### src/rtl/command_pkg.sv
// command_pkg: shared definitions for the SPI command decoder.
//   - opcode constants
//   - decoder FSM state type
//   - opcode_known():   true for the eight defined opcodes
//   - payload_length(): payload bytes following an opcode (0 for none/unknown)
package command_pkg;

    localparam logic [7:0] OP_WRITE              = 8'h01;
    localparam logic [7:0] OP_READ               = 8'h02;
    localparam logic [7:0] OP_STREAM             = 8'h03;
    localparam logic [7:0] OP_BIND_INTERRUPT     = 8'h04;
    localparam logic [7:0] OP_BIND_READ_ADDRESS  = 8'h05;
    localparam logic [7:0] OP_BIND_WRITE_ADDRESS = 8'h06;
    localparam logic [7:0] OP_TRANSFER           = 8'h07;
    localparam logic [7:0] OP_REPEAT             = 8'h08;

    typedef enum logic {
        IDLE,
        COLLECT
    } state_t;

    function automatic logic opcode_known(input logic [7:0] opcode);
        return (opcode >= OP_WRITE) && (opcode <= OP_REPEAT);
    endfunction

    function automatic int unsigned payload_length(input logic [7:0]  opcode,
                                                   input int unsigned address_bytes,
                                                   input int unsigned value_bytes);
        case (opcode)
            OP_WRITE:              return address_bytes + value_bytes;
            OP_READ,
            OP_BIND_INTERRUPT,
            OP_BIND_READ_ADDRESS,
            OP_BIND_WRITE_ADDRESS: return address_bytes;
            OP_STREAM:             return value_bytes;
            default:               return 0;
        endcase
    endfunction

endpackage

### src/rtl/idle_timer.sv
// idle_timer: counts consecutive enabled cycles; expired is asserted during
// the TIMEOUT_CYCLES-th enabled cycle since the last clear.
//   clk_i   : clock, rising edge
//   rst_i   : asynchronous active-high reset
//   clear   : synchronous counter clear (dominates enable)
//   enable  : count this cycle
//   expired : timeout reached (never asserted when TIMEOUT_CYCLES == 0)
module idle_timer #(
    parameter int unsigned TIMEOUT_CYCLES = 1024
) (
    input  logic clk_i,
    input  logic rst_i,
    input  logic clear,
    input  logic enable,
    output logic expired
);

    if (TIMEOUT_CYCLES == 0) begin : g_disabled
        logic unused_inputs;
        assign unused_inputs = ^{clk_i, rst_i, clear, enable};
        assign expired       = 1'b0;
    end else begin : g_enabled
        localparam int unsigned CW = (TIMEOUT_CYCLES > 1) ? $clog2(TIMEOUT_CYCLES) : 1;

        logic [CW-1:0] count_q;

        assign expired = enable && (count_q == CW'(TIMEOUT_CYCLES - 1));

        always_ff @(posedge clk_i or posedge rst_i) begin
            if (rst_i) begin
                count_q <= '0;
            end else if (clear) begin
                count_q <= '0;
            end else if (enable && !expired) begin
                count_q <= count_q + 1'b1;
            end
        end
    end

endmodule

### src/rtl/command_decoder.sv
// command_decoder: decodes opcode + MSB-first payload frames received over SPI
// and serves transmit bytes for TRANSFER / STREAM.
//   clk_i, rst_i     : clock (rising edge), asynchronous active-high reset
//   spi_rx_valid_i   : one-cycle strobe qualifying spi_rx_byte_i
//   spi_rx_byte_i    : received byte
//   result_i         : word served byte-by-byte by TRANSFER
//   stream_i         : word snapshotted by STREAM
//   cmd_valid_o      : one-cycle pulse, decoded command on the field outputs
//   instruction_o    : decoded opcode
//   address_o        : decoded address (0 when the opcode carries none)
//   value_o          : decoded value (0 when the opcode carries none)
//   spi_tx_byte_o    : next byte for SPI transmit
//   error_o          : one-cycle pulse, unknown opcode or inter-byte timeout
//   busy_o           : frame collection in progress
module command_decoder
    import command_pkg::*;
#(
    parameter int unsigned ADDRESS_BYTES  = 3,
    parameter int unsigned VALUE_BYTES    = 4,
    parameter int unsigned TIMEOUT_CYCLES = 1024
) (
    input  logic                       clk_i,
    input  logic                       rst_i,
    input  logic                       spi_rx_valid_i,
    input  logic [7:0]                 spi_rx_byte_i,
    input  logic [8*VALUE_BYTES-1:0]   result_i,
    input  logic [8*VALUE_BYTES-1:0]   stream_i,
    output logic                       cmd_valid_o,
    output logic [7:0]                 instruction_o,
    output logic [8*ADDRESS_BYTES-1:0] address_o,
    output logic [8*VALUE_BYTES-1:0]   value_o,
    output logic [7:0]                 spi_tx_byte_o,
    output logic                       error_o,
    output logic                       busy_o
);

    localparam int unsigned AW   = 8 * ADDRESS_BYTES;
    localparam int unsigned VW   = 8 * VALUE_BYTES;
    localparam int unsigned SW   = AW + VW;
    localparam int unsigned CNTW = $clog2(ADDRESS_BYTES + VALUE_BYTES + 1);
    localparam int unsigned PW   = (VALUE_BYTES > 1) ? $clog2(VALUE_BYTES) : 1;

    state_t          state_q, state_d;
    logic [CNTW-1:0] remaining_q;
    logic [CNTW-1:0] op_len;
    logic [7:0]      opcode_q;
    logic [SW-1:0]   shift_q;
    logic [SW-1:0]   shift_next;
    logic [PW-1:0]   ptr_q;
    logic [VW-1:0]   snap_q;
    logic [PW-1:0]   snap_idx_q;
    logic            final_byte;
    logic            timeout_abort;
    logic            timer_expired;

    assign busy_o     = (state_q == COLLECT);
    assign shift_next = {shift_q[SW-9:0], spi_rx_byte_i};

    idle_timer #(
        .TIMEOUT_CYCLES(TIMEOUT_CYCLES)
    ) u_idle_timer (
        .clk_i  (clk_i),
        .rst_i  (rst_i),
        .clear  ((state_q == IDLE) || spi_rx_valid_i),
        .enable ((state_q == COLLECT) && !spi_rx_valid_i),
        .expired(timer_expired)
    );

    always_ff @(posedge clk_i or posedge rst_i) begin
        if (rst_i) begin
            state_q <= IDLE;
        end else begin
            state_q <= state_d;
        end
    end

    always_comb begin
        state_d       = state_q;
        final_byte    = 1'b0;
        timeout_abort = 1'b0;
        op_len        = CNTW'(payload_length(spi_rx_byte_i, ADDRESS_BYTES, VALUE_BYTES));
        case (state_q)
            IDLE: begin
                if (spi_rx_valid_i && (op_len != '0)) begin
                    state_d = COLLECT;
                end
            end
            COLLECT: begin
                if (spi_rx_valid_i) begin
                    if (remaining_q == CNTW'(1)) begin
                        final_byte = 1'b1;
                        state_d    = IDLE;
                    end
                end else if (timer_expired) begin
                    timeout_abort = 1'b1;
                    state_d       = IDLE;
                end
            end
            default: state_d = IDLE;
        endcase
    end

    always_ff @(posedge clk_i or posedge rst_i) begin
        if (rst_i) begin
            remaining_q   <= '0;
            opcode_q      <= '0;
            shift_q       <= '0;
            ptr_q         <= PW'(VALUE_BYTES - 1);
            snap_q        <= '0;
            snap_idx_q    <= '0;
            cmd_valid_o   <= 1'b0;
            instruction_o <= '0;
            address_o     <= '0;
            value_o       <= '0;
            spi_tx_byte_o <= '0;
            error_o       <= 1'b0;
        end else begin
            cmd_valid_o <= 1'b0;
            error_o     <= timeout_abort;
            if (spi_rx_valid_i) begin
                if (state_q == IDLE) begin
                    opcode_q    <= spi_rx_byte_i;
                    remaining_q <= op_len;
                    shift_q     <= '0;
                    if (!opcode_known(spi_rx_byte_i)) begin
                        error_o <= 1'b1;
                    end
                    case (spi_rx_byte_i)
                        OP_TRANSFER: begin
                            cmd_valid_o   <= 1'b1;
                            instruction_o <= spi_rx_byte_i;
                            address_o     <= '0;
                            value_o       <= '0;
                            spi_tx_byte_o <= result_i[8*ptr_q +: 8];
                            ptr_q         <= (ptr_q == '0) ? PW'(VALUE_BYTES - 1) : ptr_q - 1'b1;
                        end
                        OP_REPEAT: begin
                            cmd_valid_o   <= 1'b1;
                            instruction_o <= spi_rx_byte_i;
                            address_o     <= '0;
                            value_o       <= '0;
                            ptr_q         <= PW'(VALUE_BYTES - 1);
                        end
                        OP_STREAM: begin
                            snap_q        <= stream_i;
                            snap_idx_q    <= PW'(VALUE_BYTES - 1);
                            spi_tx_byte_o <= stream_i[VW-1 -: 8];
                        end
                        default: ;
                    endcase
                end else begin
                    shift_q     <= shift_next;
                    remaining_q <= remaining_q - 1'b1;
                    // snap_idx_q names the snapshot byte currently on spi_tx_byte_o;
                    // once byte 0 has been presented the output holds.
                    if ((opcode_q == OP_STREAM) && (snap_idx_q != '0)) begin
                        snap_idx_q    <= snap_idx_q - 1'b1;
                        spi_tx_byte_o <= snap_q[8*(snap_idx_q - 1'b1) +: 8];
                    end
                    // Fields are taken from shift_next so the final byte is included.
                    if (final_byte) begin
                        cmd_valid_o   <= 1'b1;
                        instruction_o <= opcode_q;
                        case (opcode_q)
                            OP_WRITE: begin
                                address_o <= shift_next[SW-1 -: AW];
                                value_o   <= shift_next[VW-1:0];
                            end
                            OP_STREAM: begin
                                address_o <= '0;
                                value_o   <= shift_next[VW-1:0];
                            end
                            default: begin
                                address_o <= shift_next[AW-1:0];
                                value_o   <= '0;
                            end
                        endcase
                    end
                end
            end
        end
    end

endmodule
### config.mk
export PLATFORM = sky130hd
export DESIGN_NAME = command_decoder
export DESIGN_NICKNAME = d
export VERILOG_FILES = /design/src/rtl/command_pkg.sv /design/src/rtl/idle_timer.sv /design/src/rtl/command_decoder.sv
export SDC_FILE = /design/constraint.sdc
export NUM_CORES = 1
export LEC_CHECK = 0
export BUFFER_PORTS_ARGS = -buffer_cell sky130_fd_sc_hd__buf_2
export CAP_MARGIN = 20
export CELL_PAD_IN_SITES_DETAIL_PLACEMENT = 1
export CELL_PAD_IN_SITES_GLOBAL_PLACEMENT = 1
export CORE_ASPECT_RATIO = 0.5
export CORE_MARGIN = 4
export CORE_UTILIZATION = 40
export CTS_CLUSTER_DIAMETER = 50
export DETAILED_ROUTE_END_ITERATION = 8
export MAX_ROUTING_LAYER = met4
export PLACE_DENSITY_LB_ADDON = 0.25
export SETUP_SLACK_MARGIN = 0.05
export SLEW_MARGIN = 20
export SYNTH_ARGS = -nofsm -noshare
export SYNTH_HDL_FRONTEND = slang
export SYNTH_SLANG_ARGS = --single-unit
### constraint.sdc
create_clock -name clk_i -period 5.6 [get_ports clk_i]
set_input_delay 0.84 -clock clk_i [delete_from_list [all_inputs] [get_ports clk_i]]
set_output_delay 0.84 -clock clk_i [all_outputs]
set_load 0.02 [all_outputs]
==> flow_summary.html, run 1 <==
<table>
<tr><th>Metric</th><th>Value</th></tr>
<tr><th colspan="2">Timing</th></tr>
<tr><td>Final critical delay including setup and external delays</td><td>3.19 ns</td></tr>
<tr><td>Period Utilization, post-route</td><td>56.9%</td></tr>
<tr><td>Max_slew headroom</td><td>35.2%</td></tr>
<tr><td>Number of setup violations in the final report</td><td>0</td></tr>
<tr><td>RSZ-0062 raised after global routing</td><td>no</td></tr>
<tr><td>Worst Max-Slew Pin Slew</td><td>0.972 ns</td></tr>
<tr><td>Setup TNS</td><td>0 ns</td></tr>
<tr><td>Final hold violation count</td><td>0</td></tr>
<tr><td>Achievable Freq</td><td>314 MHz</td></tr>
<tr><td>Clk_skew</td><td>0.0119 ns</td></tr>
<tr><td>Count of final max-slew check failures</td><td>0</td></tr>
<tr><td>Hold Worst Slack</td><td>0.468 ns</td></tr>
<tr><th colspan="2">Pwr</th></tr>
<tr><td>Reported leakage power</td><td>4.65 nW</td></tr>
<tr><td>Pwr per Cell Area</td><td>322 nW/um2</td></tr>
<tr><td>Power consumption</td><td>3.25 mW</td></tr>
<tr><td>Maximum vdd drop</td><td>0.209 mV</td></tr>
<tr><th colspan="2">Route</th></tr>
<tr><td>Average detailed-routed wire length per instance</td><td>19.4 um</td></tr>
<tr><td>Remaining antenna violation count</td><td>0</td></tr>
<tr><td>Count of TritonRoute iterations in the first routing pass</td><td>4</td></tr>
<tr><td>Number of vias per cell</td><td>5.34</td></tr>
<tr><td>Number of DRC markers after the initial detailed-route iteration</td><td>384</td></tr>
<tr><td>Drt drc</td><td>0</td></tr>
<tr><td>Total length of routed wires</td><td>23,400 um</td></tr>
<tr><td>Vias post-DR</td><td>6,440</td></tr>
<tr><th colspan="2">GRT</th></tr>
<tr><td>Grt met1 use</td><td>27.2%</td></tr>
<tr><td>Largest net degree at the start of global routing</td><td>181</td></tr>
<tr><td>Total GRT Usage</td><td>20.6%</td></tr>
<tr><td>Global-route wire length before repair</td><td>38,200 um</td></tr>
<tr><td>Grt met2 use</td><td>31.5%</td></tr>
<tr><td>Most Crowded Layer GR</td><td>met2</td></tr>
<tr><td>Overall overflow remaining after global route</td><td>0</td></tr>
<tr><td>Met3 Use GR</td><td>5.15%</td></tr>
<tr><td>Antenna violations before repair</td><td>0</td></tr>
<tr><td>Number of global-route vias before repair</td><td>6,857</td></tr>
<tr><th colspan="2">Synth</th></tr>
<tr><td>Multiplexer fraction of the synthesized cell area</td><td>16.3%</td></tr>
<tr><td>Number of flops mapped to enable cells by yosys</td><td>0</td></tr>
<tr><td>Largest cells by area after synthesis</td><td>dfrtp_1 52%, mux2i_1 5.9%, mux2_2 5.7%, nand3_1 5.0%, o21ai_0 3.7%</td></tr>
<tr><td>Distinct cell type count after synthesis</td><td>54</td></tr>
<tr><td>Top FF cell, synth</td><td>dfrtp_1</td></tr>
<tr><td>Combinational family with the most area after synthesis</td><td>multiplexers</td></tr>
<tr><td>Post-Syn Area</td><td>8640 um2</td></tr>
<tr><td>Top cell types by occurrence after synthesis</td><td>178 x dfrtp_1, 86 x nand3_1, 64 x o21ai_0, 60 x nand2_1, 59 x inv_1</td></tr>
<tr><td>Fraction of registers with async set/reset</td><td>100%</td></tr>
<tr><td>Syn Nets</td><td>870</td></tr>
<tr><td>XOR/XNOR Fraction of Synth Area</td><td>0.507%</td></tr>
<tr><td>Area fraction in and, or, nand and nor cells after synthesis</td><td>11.9%</td></tr>
<tr><td>Sequential cell area fraction in the yosys report</td><td>52.2%</td></tr>
<tr><td>Average cell area after synthesis</td><td>10.9 um2</td></tr>
<tr><td>Cell count after synthesis</td><td>790</td></tr>
<tr><td>Post-synthesis share of cell area spent on full adders, half adders and majority gates</td><td>0.724%</td></tr>
<tr><td>Yosys warnings</td><td>0</td></tr>
<tr><td>Post-synthesis compound-gate area fraction</td><td>11.9%</td></tr>
<tr><td>Register bit count reported by yosys</td><td>180</td></tr>
<tr><td>Cell accounting for the most synthesized area</td><td>dfrtp_1</td></tr>
<tr><td>Share of Yosys cell area claimed by the top area cell type</td><td>51.5%</td></tr>
<tr><td>Most used standard cell by instance count after synthesis</td><td>dfrtp_1</td></tr>
<tr><th colspan="2">Worst setup path</th></tr>
<tr><td>Data arrival, critical path</td><td>3.51 ns</td></tr>
<tr><td>Worst stage delay on the critical path</td><td>0.69 ns</td></tr>
<tr><td>Critical path start-end classification</td><td>primary input to flip-flop</td></tr>
<tr><td>Reg-to-Reg Start</td><td>busy_o$_DFF_PP0_</td></tr>
<tr><td>Critical path peak fanout</td><td>44</td></tr>
<tr><td>Element type at the critical path start</td><td>primary input</td></tr>
<tr><td>Cell with the biggest individual delay on the critical path</td><td>and2_4</td></tr>
<tr><td>CP endpoint kind</td><td>flip-flop</td></tr>
<tr><td>Data required time at the worst endpoint</td><td>5.92 ns</td></tr>
<tr><td>Critical path, cell by cell</td><td>buf_2 &gt; nand2b_1 &gt; a211o_1 &gt; buf_4 &gt; and2_4 &gt; clkinv_8 &gt; mux2_1</td></tr>
<tr><td>Critical Path Source</td><td>spi_rx_valid_i</td></tr>
<tr><th colspan="2">Clock tree</th></tr>
<tr><td>Clock insertion delay at the later pin of the skew report</td><td>0.44 ns</td></tr>
<tr><td>Count of clock tree sinks</td><td>180</td></tr>
<tr><td>Library cell used as clock root buffer</td><td>clkbuf_16</td></tr>
<tr><td>TritonCTS clock tree</td><td>built</td></tr>
<tr><td>Clock transition at the registers of the reported paths</td><td>0.07 ns</td></tr>
<tr><td>Number of buffers added by the clock tree synthesis step</td><td>17</td></tr>
<tr><td>Number of cells upsized or downsized after cts</td><td>0</td></tr>
<tr><td>Post-CTS Setup Inserts</td><td>0</td></tr>
<tr><td>Post-cts hold buffer count</td><td>0</td></tr>
<tr><td>Clock buffer depth</td><td>2</td></tr>
<tr><td>CTS H-Tree Depth</td><td>4</td></tr>
<tr><th colspan="2">Place</th></tr>
<tr><td>Placer Congestion</td><td>0.792</td></tr>
<tr><td>Number of cells in the design after placement</td><td>1,175</td></tr>
<tr><td>Placed standard-cell area</td><td>9510 um2</td></tr>
<tr><td>Number of buffer cells added on primary ports</td><td>149</td></tr>
<tr><td>Half-perimeter wire length after detailed placement</td><td>16,200 um</td></tr>
<tr><th colspan="2">Final layout</th></tr>
<tr><td>Area growth, synth to finish</td><td>16.8%</td></tr>
<tr><td>Total non-filler cell area in the finished layout</td><td>10,100 um2</td></tr>
<tr><td>Fraction of layout instances using a drive strength above 1</td><td>30.4%</td></tr>
<tr><td>Filler cells</td><td>2,278</td></tr>
<tr><td>Post-Layout Cell Count</td><td>1,207</td></tr>
<tr><td>Antenna diode count</td><td>0</td></tr>
<tr><td>Post-layout net count</td><td>983</td></tr>
<tr><th colspan="2">Job</th></tr>
<tr><td>Max-cap check violation count</td><td>0</td></tr>
<tr><th colspan="2">Floorplanning</th></tr>
<tr><td>Total Die Area</td><td>24,200 um2</td></tr>
<tr><td>Core ar.</td><td>20,900 um2</td></tr>
<tr><td>Floorplan die height</td><td>112 um</td></tr>
<tr><td>Number of top-level pins</td><td>150</td></tr>
<tr><td>Floorplan die width</td><td>216 um</td></tr>
<tr><td>Rows</td><td>37</td></tr>
<tr><td>Effective utilization at floorplan</td><td>41.4%</td></tr>
<tr><th colspan="2">Status</th></tr>
<tr><td>Run status</td><td>finished, final reports clean</td></tr>
<tr><th colspan="2">Worst hold path</th></tr>
<tr><td>Worst min-delay path category</td><td>primary input to async pin</td></tr>
</table>
-- layout make-up --
cell class	instances	area (um2)	share of cell area [%]
clock inverter	10	110	1.09
sequential	180	4510	44.7
timing repair buffer	159	853	8.46
inverter	60	241	2.39
multi-input combinational	485	3570	35.4
tap	292	365	3.62
clock buffer	21	440	4.37
-- worst max-delay path: cells and delay by family --
| kind | cells | cell delay, ns |
|---|---|---|
| buf+inv | 3 | 0.83 |
| mux | 1 | 0.39 |
| compound gates | 1 | 0.17 |
| simple gates | 2 | 1.23 |
-- through the flow --
step / util [%] / setup WS, ns
4_1_cts: 48.2 / 1.98
2_1_floorplan: - / 2.45
6_report: 48.3 / 2.41
3_3_place_gp: 45.5 / 1.60
3_5_place_dp: 45.5 / 1.50
5_1_grt: 48.3 / 2.27
-- layout by cell type (no fill, tap or decap), types with 15 or more instances in the layout --
cell type,n
dfrtp_1,177
buf_2,149
nand3_1,86
o21ai_0,64
nand2_1,60
inv_1,58
mux2i_1,51
mux2_2,44
o31ai_2,24
mux2_1,20
a21oi_1,17
clkbuf_16,17
nor3_1,15
-- power breakdown --
part           switching [mW]  internal, mW  total [mW]
registers              0.0872          1.42        1.50
clock network           0.505         0.651        1.16
logic                   0.378         0.211       0.589
-- routing by layer --
metal,part of all wire [%],vias up
met1,47,3278
met3,5.0,26
met2,47,131
met5,0,-
met4,1.6,0
li1,-,3005
-- flip-flops by register name (all words and copies together) (netlist names) --
name and cells:
opcode_q 8, value_o 32, busy_o 1, remaining_q 3, u_idle_timer.g_enabled.count_q 10, cmd_valid_o 1
snap_idx_q 2, instruction_o 8, ptr_q 2, spi_tx_byte_o 8, shift_q 48, error_o 1
address_o 24, snap_q 32
-- cells by family after synthesis --
logic type / Yosys count
multiplexers: 123
AND/OR/NAND/NOR: 204
flip-flops: 180
buffers and inverters: 125
adder cells (fa/ha/maj): 5
AO/OA/AOI/OAI: 148
XOR/XNOR: 5
-- final timing paths --
path / to / slack [ns] / cells past startpoint
min: snap_q[18]$_DFFE_PP0P_ / 0.47 / 3
max reg2reg: address_o[16]$_DFFE_PP0P_ / 2.52 / 6
min in group clk_i: value_o[31]$_DFFE_PP0P_ / 0.47 / 1
max: address_o[16]$_DFFE_PP0P_ / 2.41 / 7
max in group asynchronous: value_o[8]$_DFFE_PP0P_ / 4.17 / 4
min reg2reg: value_o[31]$_DFFE_PP0P_ / 0.47 / 1
No activity file was read; power rests on OpenSTA's default activity.
==> inputs of run 2 (changes only) <==
- CORE_UTILIZATION: 40 -> 44
- clock period: 5.6 -> 3.2 ns (I/O delays scaled with it)
==> run 2 against run 1 <==
  * Register-to-register slack got worse by 1.9 ns
  * Highest routed layer unchanged
  * Die area is 8.6% lower
  * Flip-flop and latch count unchanged
==> flow_summary.html, run 2 (same netlist as run 1, synthesis figures left out) <==
<table>
<tr><th>Metric</th><th>Value</th></tr>
<tr><th colspan="2">Clock tree</th></tr>
<tr><td>Library cell used as clock root buffer</td><td>clkbuf_16</td></tr>
<tr><td>Clock buffer depth</td><td>2</td></tr>
<tr><td>TritonCTS clock tree</td><td>built</td></tr>
<tr><td>Clock transition at the registers of the reported paths</td><td>0.07 ns</td></tr>
<tr><td>Post-cts hold buffer count</td><td>0</td></tr>
<tr><td>Count of clock tree sinks</td><td>180</td></tr>
<tr><td>Clock insertion delay at the later pin of the skew report</td><td>0.44 ns</td></tr>
<tr><td>Post-CTS Setup Inserts</td><td>0</td></tr>
<tr><td>CTS H-Tree Depth</td><td>4</td></tr>
<tr><td>Number of buffers added by the clock tree synthesis step</td><td>17</td></tr>
<tr><td>Number of cells upsized or downsized after cts</td><td>0</td></tr>
<tr><th colspan="2">Floorplanning</th></tr>
<tr><td>Total Die Area</td><td>22,100 um2</td></tr>
<tr><td>Number of top-level pins</td><td>150</td></tr>
<tr><td>Rows</td><td>35</td></tr>
<tr><td>Core ar.</td><td>18,800 um2</td></tr>
<tr><td>Effective utilization at floorplan</td><td>45.9%</td></tr>
<tr><td>Floorplan die height</td><td>107 um</td></tr>
<tr><td>Floorplan die width</td><td>206 um</td></tr>
<tr><th colspan="2">GRT</th></tr>
<tr><td>Global-route wire length before repair</td><td>39,600 um</td></tr>
<tr><td>Total GRT Usage</td><td>23.6%</td></tr>
<tr><td>Number of global-route vias before repair</td><td>6,972</td></tr>
<tr><td>Overall overflow remaining after global route</td><td>0</td></tr>
<tr><td>Antenna violations before repair</td><td>2</td></tr>
<tr><td>Largest net degree at the start of global routing</td><td>88</td></tr>
<tr><th colspan="2">Place</th></tr>
<tr><td>Number of buffer cells added on primary ports</td><td>149</td></tr>
<tr><td>Half-perimeter wire length after detailed placement</td><td>16,600 um</td></tr>
<tr><td>Placer Congestion</td><td>0.814</td></tr>
<tr><td>Placed standard-cell area</td><td>9540 um2</td></tr>
<tr><th colspan="2">Timing</th></tr>
<tr><td>Count of final max-slew check failures</td><td>0</td></tr>
<tr><td>Period Utilization, post-route</td><td>81.9%</td></tr>
<tr><td>Final hold violation count</td><td>0</td></tr>
<tr><td>Worst Max-Slew Pin Slew</td><td>0.946 ns</td></tr>
<tr><td>Number of setup violations in the final report</td><td>0</td></tr>
<tr><td>Final critical delay including setup and external delays</td><td>2.62 ns</td></tr>
<tr><td>Setup TNS</td><td>0 ns</td></tr>
<tr><td>Max_slew headroom</td><td>36.9%</td></tr>
<tr><td>Clk_skew</td><td>0.0106 ns</td></tr>
<tr><td>RSZ-0062 raised after global routing</td><td>no</td></tr>
<tr><td>Achievable Freq</td><td>382 MHz</td></tr>
<tr><th colspan="2">Worst setup path</th></tr>
<tr><td>R2r worst-path depth</td><td>4</td></tr>
<tr><td>Reg-to-Reg Start</td><td>opcode_q[3]$_DFFE_PP0P_</td></tr>
<tr><td>Data required time at the worst endpoint</td><td>3.57 ns</td></tr>
<tr><td>CP endpoint kind</td><td>flip-flop</td></tr>
<tr><td>Capturing point of the worst reg2reg path</td><td>value_o[31]$_DFFE_PP0P_</td></tr>
<tr><td>Data arrival, critical path</td><td>2.99 ns</td></tr>
<tr><td>Critical path peak fanout</td><td>32</td></tr>
<tr><td>Critical path start-end classification</td><td>flip-flop to flip-flop</td></tr>
<tr><td>Setup slack on the worst flop-to-flop path</td><td>0.58 ns</td></tr>
<tr><td>Element type at the critical path start</td><td>flip-flop</td></tr>
<tr><th colspan="2">Pwr</th></tr>
<tr><td>Reported leakage power</td><td>4.71 nW</td></tr>
<tr><td>Pwr per Cell Area</td><td>579 nW/um2</td></tr>
<tr><td>Power consumption</td><td>5.88 mW</td></tr>
<tr><td>Maximum vdd drop</td><td>0.399 mV</td></tr>
<tr><th colspan="2">Final layout</th></tr>
<tr><td>Post-layout net count</td><td>992</td></tr>
<tr><td>Area growth, synth to finish</td><td>17.5%</td></tr>
<tr><td>Reg area</td><td>4510 um2</td></tr>
<tr><td>Top Registers</td><td>shift_q: 48 flops, snap_q: 32 flops, value_o: 32 flops</td></tr>
<tr><td>Multi-input gate area</td><td>3570 um2</td></tr>
<tr><td>Most common cell after layout, fill and taps aside</td><td>dfrtp_1</td></tr>
<tr><td>Register name with the most flops</td><td>shift_q</td></tr>
<tr><td>Fraction of layout instances using a drive strength above 1</td><td>31.6%</td></tr>
<tr><td>Flip-flop count of the largest register after layout</td><td>48</td></tr>
<tr><td>Total non-filler cell area in the finished layout</td><td>10,200 um2</td></tr>
<tr><td>Filler cells</td><td>2,073</td></tr>
<tr><td>Most frequent cells in the layout</td><td>177 x dfrtp_1, 149 x buf_2, 86 x nand3_1</td></tr>
<tr><th colspan="2">Route</th></tr>
<tr><td>Number of vias per cell</td><td>5.52</td></tr>
<tr><td>Total length of routed wires</td><td>24,300 um</td></tr>
<tr><td>Number of DRC markers after the initial detailed-route iteration</td><td>364</td></tr>
<tr><td>Vias post-DR</td><td>6,551</td></tr>
<tr><td>Count of TritonRoute iterations in the first routing pass</td><td>4</td></tr>
<tr><td>Average detailed-routed wire length per instance</td><td>20.5 um</td></tr>
<tr><td>Drt drc</td><td>0</td></tr>
<tr><td>Remaining antenna violation count</td><td>0</td></tr>
<tr><th colspan="2">Worst hold path</th></tr>
<tr><td>Worst min-delay path category</td><td>primary input to async pin</td></tr>
<tr><th colspan="2">Status</th></tr>
<tr><td>Run status</td><td>finished, final reports clean</td></tr>
<tr><th colspan="2">Job</th></tr>
<tr><td>Max-cap check violation count</td><td>0</td></tr>
</table>
## run 2: cell count changes in the layout (fill, tap and decap cells not counted), sizes merged
cell,previous run,this run
buf,159,168
clkbuf,21,17
clkinvlp,2,1
diode,0,2
clkinv,8,4
inv,58,68
## run 2: routing by layer
layer  wire length, um  GRT usage (%)
met1             11000           31.2
met2             11900           38.4
met3              1190           5.05
met4               185           4.17
met5                 0              -
## run 2: worst max path at each step
stage          depth (start not counted)               startpoint  slack [ns]                   endpoint
6_report                               4  opcode_q[3]$_DFFE_PP0P_        0.58    value_o[31]$_DFFE_PP0P_
5_1_grt                                4  opcode_q[3]$_DFFE_PP0P_        0.46    value_o[31]$_DFFE_PP0P_
4_1_cts                                4  opcode_q[3]$_DFFE_PP0P_        0.59    value_o[31]$_DFFE_PP0P_
3_5_place_dp                           6         spi_rx_byte_i[0]        0.50    value_o[13]$_DFFE_PP0P_
3_3_place_gp                           6         spi_rx_byte_i[0]        0.62  address_o[23]$_DFFE_PP0P_
2_1_floorplan                          1                    rst_i        0.41   address_o[0]$_DFFE_PP0P_
## run 2: cell type report
cell class                      count  area share, %
Clock inverter                     15           1.77
Inverter                           60           2.38
Clock buffer                       17           4.19
Multi-Input combinational cell    485           35.1
Timing Repair Buffer              168           8.87
Antenna cell                        2         0.0493
Sequential cell                   180           44.4
Tap cell                          259           3.19
## run 2: stage by stage
| step | util, % | std cells | hold WS [ns] | setup WS (ns) |
|---|---|---|---|---|
| 2_1_floorplan | - | 790 | 0.454 | 0.413 |
| 3_3_place_gp | 50.7 | 1152 | 0.463 | 0.621 |
| 3_5_place_dp | 50.7 | 1152 | 0.471 | 0.503 |
| 4_1_cts | 53.9 | 1184 | 0.151 | 0.593 |
| 5_1_grt | 53.9 | 1186 | 0.183 | 0.464 |
| 6_report | 53.9 | 1186 | 0.143 | 0.579 |
## run 2: critical path: stages (launching register included)
cell and delay (ns):
dfrtp_1 0.40, or4b_1 0.62, or2_2 0.68, a2111oi_0 0.71, a21o_1 0.15
## run 2: power by group
group,switching [mW],internal [mW]
registers,0.155,2.48
logic,0.664,0.377
clock network,1.01,1.19
